[config.mk]
export PLATFORM = sky130hd
export DESIGN_NAME = jtframe_clk_lockmon
export DESIGN_NICKNAME = d
export VERILOG_FILES = /design/src/rtl/jtframe_clk_lockmon.sv
export SDC_FILE = /design/constraint.sdc
export NUM_CORES = 1
export LEC_CHECK = 0
export ABC_AREA = 0
export BUFFER_PORTS_ARGS = -buffer_cell sky130_fd_sc_hd__buf_2
export CORE_MARGIN = 3
export CORE_UTILIZATION = 55
export DETAILED_ROUTE_END_ITERATION = 8
export GPL_TIMING_DRIVEN = 0
export PLACE_DENSITY = 0.72
export SYNTH_ARGS = -nofsm -noshare
export SYNTH_HDL_FRONTEND = slang
export SYNTH_SLANG_ARGS = --single-unit
[constraint.sdc]
create_clock -name clk -period 2.9 [get_ports clk]
set_clock_uncertainty 0.15 [all_clocks]
set_input_delay 0.87 -clock clk [delete_from_list [all_inputs] [get_ports clk]]
set_output_delay 0.87 -clock clk [all_outputs]
set_load 0.01 [all_outputs]
[src/rtl/jtframe_clk_lockmon.sv]
// Frequency-based lock monitor: counts rising edges of an asynchronous clock over a
// fixed reference-clock window and asserts locked after enough consecutive in-range windows.
module jtframe_clk_lockmon #(
    parameter int unsigned GATE     = 1024,
    parameter int unsigned CW       = 16,
    parameter int unsigned EXP_MIN  = 126,
    parameter int unsigned EXP_MAX  = 130,
    parameter int unsigned LOCK_CNT = 4
) (
    input  logic          clk,
    input  logic          rst_n,
    input  logic          en,
    input  logic          meas_clk,
    output logic          locked,
    output logic [CW-1:0] count,
    output logic          count_vld,
    output logic          fail
);

    localparam int unsigned GW = (GATE > 1) ? $clog2(GATE) : 1;
    localparam int unsigned LW = 4;

    typedef enum logic [1:0] {
        IDLE    = 2'd0,
        MEASURE = 2'd1,
        LOCKED  = 2'd2
    } state_t;

    state_t        state_q, state_d;
    logic          s1_q, s2_q, s3_q;
    logic [GW-1:0] gate_q, gate_d;
    logic [CW-1:0] edge_q, edge_d;
    logic [LW-1:0] good_q, good_d;
    logic [CW-1:0] count_q, count_d;
    logic          vld_q, vld_d;
    logic          fail_q, fail_d;
    logic          locked_q, locked_d;

    logic          edge_c;
    logic [CW-1:0] edge_inc_c;
    logic [CW-1:0] win_cnt_c;
    logic [LW-1:0] good_inc_c;
    logic          in_range_c;

    // Edge counter value including any edge detected this cycle, saturating at all-ones
    always_comb begin
        edge_c     = s2_q & ~s3_q;
        edge_inc_c = (edge_q == {CW{1'b1}}) ? edge_q : edge_q + CW'(1);
        win_cnt_c  = edge_c ? edge_inc_c : edge_q;
        in_range_c = (32'(win_cnt_c) >= EXP_MIN) && (32'(win_cnt_c) <= EXP_MAX);
        good_inc_c = (good_q >= LW'(LOCK_CNT)) ? good_q : good_q + LW'(1);
    end

    // Window sequencing, evaluation and lock state
    always_comb begin
        state_d  = state_q;
        gate_d   = gate_q;
        edge_d   = edge_q;
        good_d   = good_q;
        count_d  = count_q;
        vld_d    = 1'b0;
        fail_d   = 1'b0;
        locked_d = locked_q;

        if (!en) begin
            state_d  = IDLE;
            gate_d   = '0;
            edge_d   = '0;
            good_d   = '0;
            locked_d = 1'b0;
        end else begin
            if (state_q == IDLE) begin
                state_d = MEASURE;
            end
            edge_d = win_cnt_c;
            gate_d = gate_q + GW'(1);
            if (gate_q == GW'(GATE - 1)) begin
                // Terminal cycle: publish this window and start the next one with a clean count
                gate_d  = '0;
                edge_d  = '0;
                count_d = win_cnt_c;
                vld_d   = 1'b1;
                if (in_range_c) begin
                    good_d = good_inc_c;
                    if (good_inc_c == LW'(LOCK_CNT)) begin
                        state_d  = LOCKED;
                        locked_d = 1'b1;
                    end
                end else begin
                    good_d   = '0;
                    fail_d   = 1'b1;
                    state_d  = MEASURE;
                    locked_d = 1'b0;
                end
            end
        end
    end

    always_ff @(posedge clk or negedge rst_n) begin
        if (!rst_n) begin
            state_q  <= IDLE;
            s1_q     <= 1'b0;
            s2_q     <= 1'b0;
            s3_q     <= 1'b0;
            gate_q   <= '0;
            edge_q   <= '0;
            good_q   <= '0;
            count_q  <= '0;
            vld_q    <= 1'b0;
            fail_q   <= 1'b0;
            locked_q <= 1'b0;
        end else begin
            state_q  <= state_d;
            s1_q     <= meas_clk;
            s2_q     <= s1_q;
            s3_q     <= s2_q;
            gate_q   <= gate_d;
            edge_q   <= edge_d;
            good_q   <= good_d;
            count_q  <= count_d;
            vld_q    <= vld_d;
            fail_q   <= fail_d;
            locked_q <= locked_d;
        end
    end

    assign locked    = locked_q;
    assign count     = count_q;
    assign count_vld = vld_q;
    assign fail      = fail_q;

endmodule

After elaboration in Yosys (flattened, before gate mapping)
Cells that the tools add are included.

$add $sub $neg: 3. Multipliers: 0. Div/mod/pow operators: 0. $lt $le $gt $ge: 3. Eq/ne operators: 5. Shift-type cells: 0. Multiplexer cells: 19. Bitwise logic cells: 2. Reduce and logical (&&, ||, !) cells: 3.

Operators with widths (count): $mux 16 (4); $mux 10 (2); $add 16x1->16 const B (1); $eq 16x16->1 const B (1); $ge 16x7->1 const B (1); $le 16x8->1 const B (1); $mux 4 (4); $add 10x1->10 const B (1); $eq 10x10->1 const B (1); $mux 1 (9); $add 4x1->4 const B (1); $eq 4x3->1 const B (1); $ge 4x3->1 const B (1); $reduce_and 2->1 (2); $ne 3x2->1 const B (1); $ne 2x1->1 const B (1); $and 1x1->1 (1); $logic_and 1x1->1 (1); $not 1->1 (1).

Register bits after elaboration: 52. Latch bits: 0. Memory bits (writable): 0. Memory bits (read-only): 0. Input bits: 4. Output and inout port bits: 19. Logic and storage cells: 45. Memories: 0.

Logic depth before layout (Yosys ltp)
Gate-level depths: netlist of run 1.

Depth in word-level cells: 8. Mapped depth: 10. Mapped depth without buffers: 8.

Least setup slack after synthesis of run 1
No wires, ideal clock.

Kind: register -> register. From: register edge_q[0]. To: register fail_q (netlist: fail). Library setup time: 0.119 ns. Arrival: 2.168 ns. Required time: 2.631 ns. Setup slack: 0.463 ns. Stages on the path, launching flop included: 11. Buffers on the path: 2. Clock period less this slack: 2.437 ns. Cells stage by stage: dfrtp_1 -> ha_1 -> buf_2 -> and4_1 -> a41oi_2 -> buf_2 -> nand2_1 -> xor2_1 -> and4_4 -> o221ai_4 -> and2_1.

Word-level cells in the longest chain between the ends: 8. Elaborated cells between the ends (all ways): 10. Those cells by class: add/sub: 1; order compare: 2; eq/ne: 1; mux: 5; reduce/logical: 1.

RTL lines: from (decl) (RTL line 32) `logic [CW-1:0] edge_q, edge_d;`; from (signal assigned) (RTL line 118) `edge_q <= edge_d;`; $add 16x1->16 or $eq 16x16->1 (tied branches) (RTL line 48) `edge_inc_c = (edge_q == {CW{1'b1}}) ? edge_q : edge_q + CW'(1);`; $mux 16 (RTL line 48); $mux 16 (*) (RTL line 49) `win_cnt_c = edge_c ? edge_inc_c : edge_q;`; $ge 16x7->1 or $le 16x8->1 (tied branches) (RTL line 50) `in_range_c = (32'(win_cnt_c) >= EXP_MIN) && (32'(win_cnt_c) <= EXP_MAX);`; $logic_and 1x1->1 (*) (RTL line 50); $mux 1 (*) (RTL line 83) `if (in_range_c) begin`; $mux 1 (*) (RTL line 77) `if (gate_q == GW'(GATE - 1)) begin`; $mux 1 (*) (RTL line 65) `if (!en) begin`; named net fail_d (RTL line 36) `logic fail_q, fail_d;`; to (signal assigned) (RTL line 122) `fail_q <= fail_d;`; to (decl) (RTL line 36).

The timed path passes the listed nets; every way through them passes the cells marked *. A chain may end at the register's enable or synchronous reset.

Worst setup path after layout of run 1
From: register edge_q[1]. To: register fail_q (netlist: fail).

Same word-level chain as after synthesis.

==> summary.txt, run 1 <==
Placed design
  • Post-DP HPWL: 4.01 mm
  • Place WS: a little under 100 ps
  • Placed Instances: 371
  • PortBufs: 21
  • Gpl congestion: 0.886

STA
  • Fin crit share: between 90 and 100%
  • Final count of pins violating max slew: 0
  • Post-route worst setup slack: 155 ps
  • Slew at the pin closest to its max-slew limit: 1090 ps
  • Post-route minimum period: between 2000 and 3000 ps
  • Fin Hold WS: roughly 210 ps
  • Setup TNS: 0 ps
  • Fmax: 364 MHz
  • Relative slew margins: 27.2%
  • Final hold vios: 0
  • RSZ-0062 raised after global routing: no
  • Setup violators final: 0

Final layout
  • Final non-filler cell total: 379
  • Layout cells sized above 1: ~16%
  • Final #Nets: 320
  • Area grow syn2layout: 10.9%
  • Most common cell after layout, fill and taps aside: dfrtp_1
  • Most frequent cells in the layout: dfrtp_1 (51), nand2_1 (36), nor2_1 (36)
  • N_diodes: 0

Global route
  • Global-route wire length before repair: 9.81 mm
  • Antenna violations before repair: 0
  • Vias in the first global route: roughly 2000
  • Total track usage: between 20% and 30%
  • Pin count of the biggest net entering global routing: 53
  • GR Overflow Total: 0

Clock network
  • H-tree levels: 2
  • Root Buffer: clkbuf_8
  • Clock transition at path regs: 100 ps
  • Worst-Skew Late Latency: about 310 ps
  • CTS tree: built
  • Clock sinks: between 50 and 60
  • Clock buffer depth: 2
  • # Post-CTS Setup Buffers: 0
  • Num CTS Buffers: 5

Drt
  • First-pass iteration count of the detailed router: 4
  • Final WL: between 5 and 6 mm
  • Met1 Wirelength: 2.79 mm
  • Final ANT Viol Nets: 0
  • WL/cell: between 10 and 15 um
  • DR WL met2: 2.60 mm
  • DRC: 0
  • Max Used Layer: met4
  • Via/cell ratio: 5.56
  • Total number of vias: 2109
  • Iter 0 DRT Violations: 171
  • Met3 WL: 158 um

Critical path
  • R2R setup slack: between 150 and 200 ps
  • CP max FO: 10
  • Req. time, crit path: between 2000 and 3000 ps
  • Setup crit end kind: flip-flop
  • Worst R2R End: fail$_DFF_PN0_
  • CP Launch Point: edge_q[1]$_DFF_PN0_
  • Startpoint Class: flip-flop
  • R2r worst-path depth: 10
  • Setup Crit Path Kind: reg -> reg
  • Worst path arrival time: 2800 ps
  • FF-to-FF Start: edge_q[1]$_DFF_PN0_

Logic synthesis
  • Post-synth EDFFs: 0
  • Average size of a mapped cell: 9.47 um^2
  • Asr flop ratio synth: between 90% and 100%
  • Seq/Total Area, Yosys: 48.2%
  • Register bit count reported by yosys: 52
  • Synth cell types: 48
  • Synth Net Count: 292
  • Cells after Synth: approximately 290
  • Synthesized area: between 2000 and 3000 um^2
  • Synth warn: 0
  • Post-synth top flop: dfrtp_1

Floorplan
  • Core Area: 4530 um^2
  • Rows: 24
  • Die area: 5790 um^2
  • Top Ports: 23
  • Initial Utilization: 59.5%
  • Die Height: roughly 76 um
  • DIE WIDTH: 76.1 um

Hold path
  • Hold wc startpoint: s1_q$_DFF_PN0_
  • Hold EP: s2_q$_DFF_PN0_
  • Tightest Hold Check Type: reg -> reg
  • WHS Path Cells: 0

Pwr
  • Leakage: 1.35 nW
  • Worst vdd ir: 0.332 mV
  • Pwr/cell area: 403 nW/um^2

Flow run
  • Max-Cap Viols: 0

Run status
  • Status: finished, final reports clean
## state kept, by name, indices dropped and copies added (netlist names)
register   flops
count         16
count_vld      1
edge_q        16
fail           1
gate_q        10
good_q         4
locked         1
s1_q           1
s2_q           1
s3_q           1
## power breakdown
group,internal [mW],switching (mW),leakage [nW],total [mW]
Combinational,0.0164,0.0395,0.592,0.0559
Clock,0.172,0.239,0.0414,0.411
Sequential,0.732,0.00782,0.715,0.740
## metrics by stage
stage	power (mW)	cell area [um^2]	utilization [%]
floorplan	0.784	2700	-
global placement	0.809	2890	63.7
detailed placement	0.810	2890	63.7
CTS	1.22	2980	65.6
global route	1.26	3000	66.1
finish	1.21	3000	66.1
## synthesized netlist by cell type, types with 2 or more instances
library cell  instances  share of area [%]
nand2_1              36                5.0
nand4_1               7                1.6
a31oi_1               5                1.2
o21ai_0              24                4.4
nor4_1                2               0.46
and4_1                3               0.97
a21oi_1               7                1.3
o211ai_1              3               0.83
nand3_1              15                2.8
xor2_1                9                2.9
o21ai_1               2               0.37
mux2i_1               3                1.1
xnor2_1              12                3.9
nand2b_1              5                1.2
nand3b_1              2               0.56
nor2_1               36                5.0
o21a_1                2               0.56
and2_1                4               0.93
dfrtp_1              52                 48
or4_1                 2               0.56
ha_1                  3                1.4
clkbuf_1              8                1.1
and3_1                4               0.93
nor3b_1               2               0.56
nor3_1                4               0.74
buf_2                 8                1.5
inv_1                 4               0.56
## logic make-up after synthesis
kind of cell             synth area share [%]
AO/OA/AOI/OAI                            13.8
XOR/XNOR                                 6.81
adder cells (fa/ha/maj)                  1.39
buffers and inverters                    3.15
flip-flops                               48.2
multiplexers                             1.11
AND/OR/NAND/NOR                          25.5
## area by class of cell
type / count / area, um^2
buffer: 16 / 72.6
tap: 65 / 81.3
clock buffer: 6 / 72.6
clock inverter: 2 / 16.3
inverter: 4 / 15.0
fill: 378 / 1540
multi-input combinational: 213 / 1330
timing repair buffer: 21 / 105
sequential: 52 / 1300
## routing by layer
layer | GRT usage (%) | vias to the layer above
li1 | - | 1056
met1 | 30.6 | 1016
met2 | 31.6 | 31
met3 | 3.78 | 6
met4 | 5.07 | 0
met5 | 0 | -
## critical path, stage by stage (launching register included)
cell      delay (ps)
dfrtp_1          450
ha_1             210
buf_2            210
and4_1           280
a41oi_2          160
clkbuf_4         230
a31oi_1          200
a31oi_1           60
and4bb_1         320
o221ai_4         170
and2_1           190
## timing repair
item,in CTS,in global routing
setup endpoints to repair,0,7
hold buffers,0,0
gates resized for setup,0,4
## worst max-delay path by stage
stage	endpoint	slack, ps	depth (start not counted)
floorplan	fail$_DFF_PN0_	460	10
global placement	fail$_DFF_PN0_	130	10
detailed placement	fail$_DFF_PN0_	100	10
CTS	fail$_DFF_PN0_	80	8
global route	fail$_DFF_PN0_	30	10
finish	fail$_DFF_PN0_	160	10
Note: power is estimated with default switching activity, not from simulation.
==> inputs of run 2 (changes only) <==
--- a/config.mk
+++ b/config.mk
@@ -8,10 +8,9 @@
 export ABC_AREA = 0
 export BUFFER_PORTS_ARGS = -buffer_cell sky130_fd_sc_hd__buf_2
 export CORE_MARGIN = 3
-export CORE_UTILIZATION = 55
+export CORE_UTILIZATION = 45
 export DETAILED_ROUTE_END_ITERATION = 8
 export GPL_TIMING_DRIVEN = 0
-export PLACE_DENSITY = 0.72
 export SYNTH_ARGS = -nofsm -noshare
 export SYNTH_HDL_FRONTEND = slang
 export SYNTH_SLANG_ARGS = --single-unit
==> summary.txt, run 2 (synthesized netlist as in run 1, its figures left out) <==
Run status
  • Status: finished, final reports clean (unchanged)

Placed design
  • PortBufs: 21 (unchanged)
  • Gpl congestion: 0.830 (was 0.886)
  • Post-DP HPWL: 4.11 mm (was 4.01 mm)
  • Cell area after placement: 2900 um^2 (was 2890 um^2)

Final layout
  • Final #Nets: 320 (unchanged)
  • Most common cell after layout, fill and taps aside: dfrtp_1 (unchanged)
  • Final Instance Area: 3010 um^2 (was 3000 um^2)
  • Most frequent cells in the layout: dfrtp_1 (51), nand2_1 (36), nor2_1 (36) (unchanged)
  • Layout cells sized above 1: 15.6% (unchanged)
  • Layout Utilization: 53.4% (was 66.1%)
  • Fillers: 517 (was 378)
  • Area grow syn2layout: 11.6% (was 10.9%)
  • N_diodes: 0 (unchanged)

Floorplan
  • Core Area: 5640 um^2 (was 4530 um^2)
  • Die area: 6970 um^2 (was 5790 um^2)
  • Die Height: 83.5 um (was 76.1 um)
  • DIE WIDTH: 83.5 um (was 76.1 um)
  • Top Ports: 23 (unchanged)
  • Initial Utilization: 47.9% (was 59.5%)
  • Rows: 27 (was 24)

Clock network
  • Root Buffer: clkbuf_8 (unchanged)
  • H-tree levels: 2 (unchanged)
  • CTS tree: built (unchanged)
  • Clock buffer depth: 2 (unchanged)
  • Worst-Skew Late Latency: 300 ps (was 310 ps)
  • CTS hold repair buffers: 0 (unchanged)
  • Clock sinks: 52 (unchanged)
  • Num CTS Buffers: 5 (unchanged)
  • Clock transition at path regs: 90 ps (was 100 ps)

Global route
  • Total track usage: 17.3% (was 20.7%)
  • Global-route wire length before repair: 9.91 mm (was 9.81 mm)
  • Antenna violations before repair: 0 (unchanged)
  • GR Overflow Total: 0 (unchanged)
  • Vias in the first global route: 1977 (was 2042)
  • Pin count of the biggest net entering global routing: 53 (unchanged)

Critical path
  • Setup crit end kind: flip-flop (unchanged)
  • CP max FO: 10 (unchanged)
  • Crit path to: good_q[2]$_DFFE_PN0P_ (was fail$_DFF_PN0_)
  • CP Launch Point: edge_q[0]$_DFF_PN0_ (was edge_q[1]$_DFF_PN0_)
  • Startpoint Class: flip-flop (unchanged)
  • FF-to-FF Start: edge_q[0]$_DFF_PN0_ (was edge_q[1]$_DFF_PN0_)
  • Setup Crit Path Kind: reg -> reg (unchanged)
  • R2R setup slack: 120 ps (was 160 ps)
  • Worst path arrival time: 2780 ps (was 2800 ps)
  • Worst R2R End: good_q[2]$_DFFE_PN0P_ (was fail$_DFF_PN0_)
  • Req. time, crit path: 2900 ps (was 2960 ps)
  • R2r worst-path depth: 10 (unchanged)

Pwr
  • Leakage: 1.35 nW (about the same)
  • Clock power share: 37.9% (was 34.0%)
  • Sw frac: 21.6% (was 23.7%)
  • Combinational group share of total power: 4.3% (was 4.6%)
  • Worst vdd ir: 0.213 mV (was 0.332 mV)
  • Net Sw Power: 277 uW (was 286 uW)
  • Pwr/cell area: 425 nW/um^2 (was 403 nW/um^2)
  • P_int: 1.00 mW (was 920 uW)
  • Reg power frac: 57.7% (was 61.3%)

STA
  • Final hold vios: 0 (unchanged)
  • Slew at the pin closest to its max-slew limit: 1140 ps (was 1090 ps)
  • Setup TNS: 0 ps (unchanged)
  • Relative slew margins: 24.0% (was 27.2%)
  • RSZ-0062 raised after global routing: no (unchanged)
  • Setup violators final: 0 (unchanged)
  • Post-route minimum period: 2780 ps (was 2740 ps)
  • Fmax: 359 MHz (was 364 MHz)
  • Final count of pins violating max slew: 0 (unchanged)
  • Fin crit share: 95.9% (was 94.6%)

Drt
  • Final WL: 5.84 mm (was 5.62 mm)
  • Final ANT Viol Nets: 0 (unchanged)
  • DRC: 0 (unchanged)
  • WL/cell: 15.1 um (was 14.8 um)
  • Total number of vias: 2085 (was 2109)
  • Iter 0 DRT Violations: 105 (was 171)
  • Via/cell ratio: 5.40 (was 5.56)
  • First-pass iteration count of the detailed router: 4 (unchanged)

Flow run
  • Max-Cap Viols: 0 (unchanged)

Hold path
  • Hold wc startpoint: s1_q$_DFF_PN0_ (unchanged)
  • Tightest Hold Check Type: reg -> reg (unchanged)
run 2: layout make-up:
class / count / area (um^2) / area share [%]
tap: 72 / 90.1 / 2.99
sequential: 52 / 1300 / 43.2
clock buffer: 6 / 72.6 / 2.41
clock inverter: 2 / 35.0 / 1.16
inverter: 4 / 15.0 / 0.498
buffer: 16 / 72.6 / 2.41
timing repair buffer: 21 / 105 / 3.49
multi-input combinational: 213 / 1320 / 43.8
run 2: power by group through the flow:
stage	combinational (mW)	clock, mW	sequential, mW
4_1_cts	0.0566	0.503	0.740
3_5_place_dp	0.0561	0	0.754
2_1_floorplan	0.0315	0	0.752
3_3_place_gp	0.0561	0	0.754
5_1_grt	0.0632	0.530	0.742
6_report	0.0555	0.486	0.740
run 2: per-stage QoR:
stage                     hold WS [ps]  std cells  total power [mW]  setup WS [ps]
after global placement             193        378             0.810           60.0
after global routing               229        386              1.34           3.22
after detailed placement           189        378             0.810           55.3
after CTS                          211        386              1.30           38.0
final                              207        386              1.28            118
after floorplan                    181        285             0.784            463
run 2: worst max-delay path, stage by stage, from the launching register on:
cell and delay, ps:
dfrtp_2 480, ha_1 230, buf_2 180, and4_1 210
a41oi_2 220, clkbuf_4 260, a31oi_1 100, a31oi_1 180
and4bb_1 240, o221ai_4 270, a21oi_1 120
run 2: worst min path at each step:
| stage | to | slack, ps | depth (start not counted) |
|---|---|---|---|
| 2_1_floorplan | s2_q$_DFF_PN0_ | 180 | 0 |
| 3_3_place_gp | s2_q$_DFF_PN0_ | 190 | 0 |
| 3_5_place_dp | s2_q$_DFF_PN0_ | 190 | 0 |
| 4_1_cts | s2_q$_DFF_PN0_ | 210 | 0 |
| 5_1_grt | s2_q$_DFF_PN0_ | 230 | 0 |
| 6_report | s2_q$_DFF_PN0_ | 210 | 0 |
run 2: repair_timing:
item / CTS / global route
resized for setup: 0 / 3
endpoints found under the hold margin: 0 / 0
buffers inserted: 0 / 0
setup endpoints to repair: 0 / 6
run 2: routing by layer:
layer  wire, um  track usage (%)  part of all wire [%]  up-vias
li1           -                -                     -     1057
met1       3020             26.2                    52      991
met2       2600             26.5                    44       31
met5          0                0                     0        -
met3        167             2.76                   2.9        6
met4         53             3.51                  0.91        0
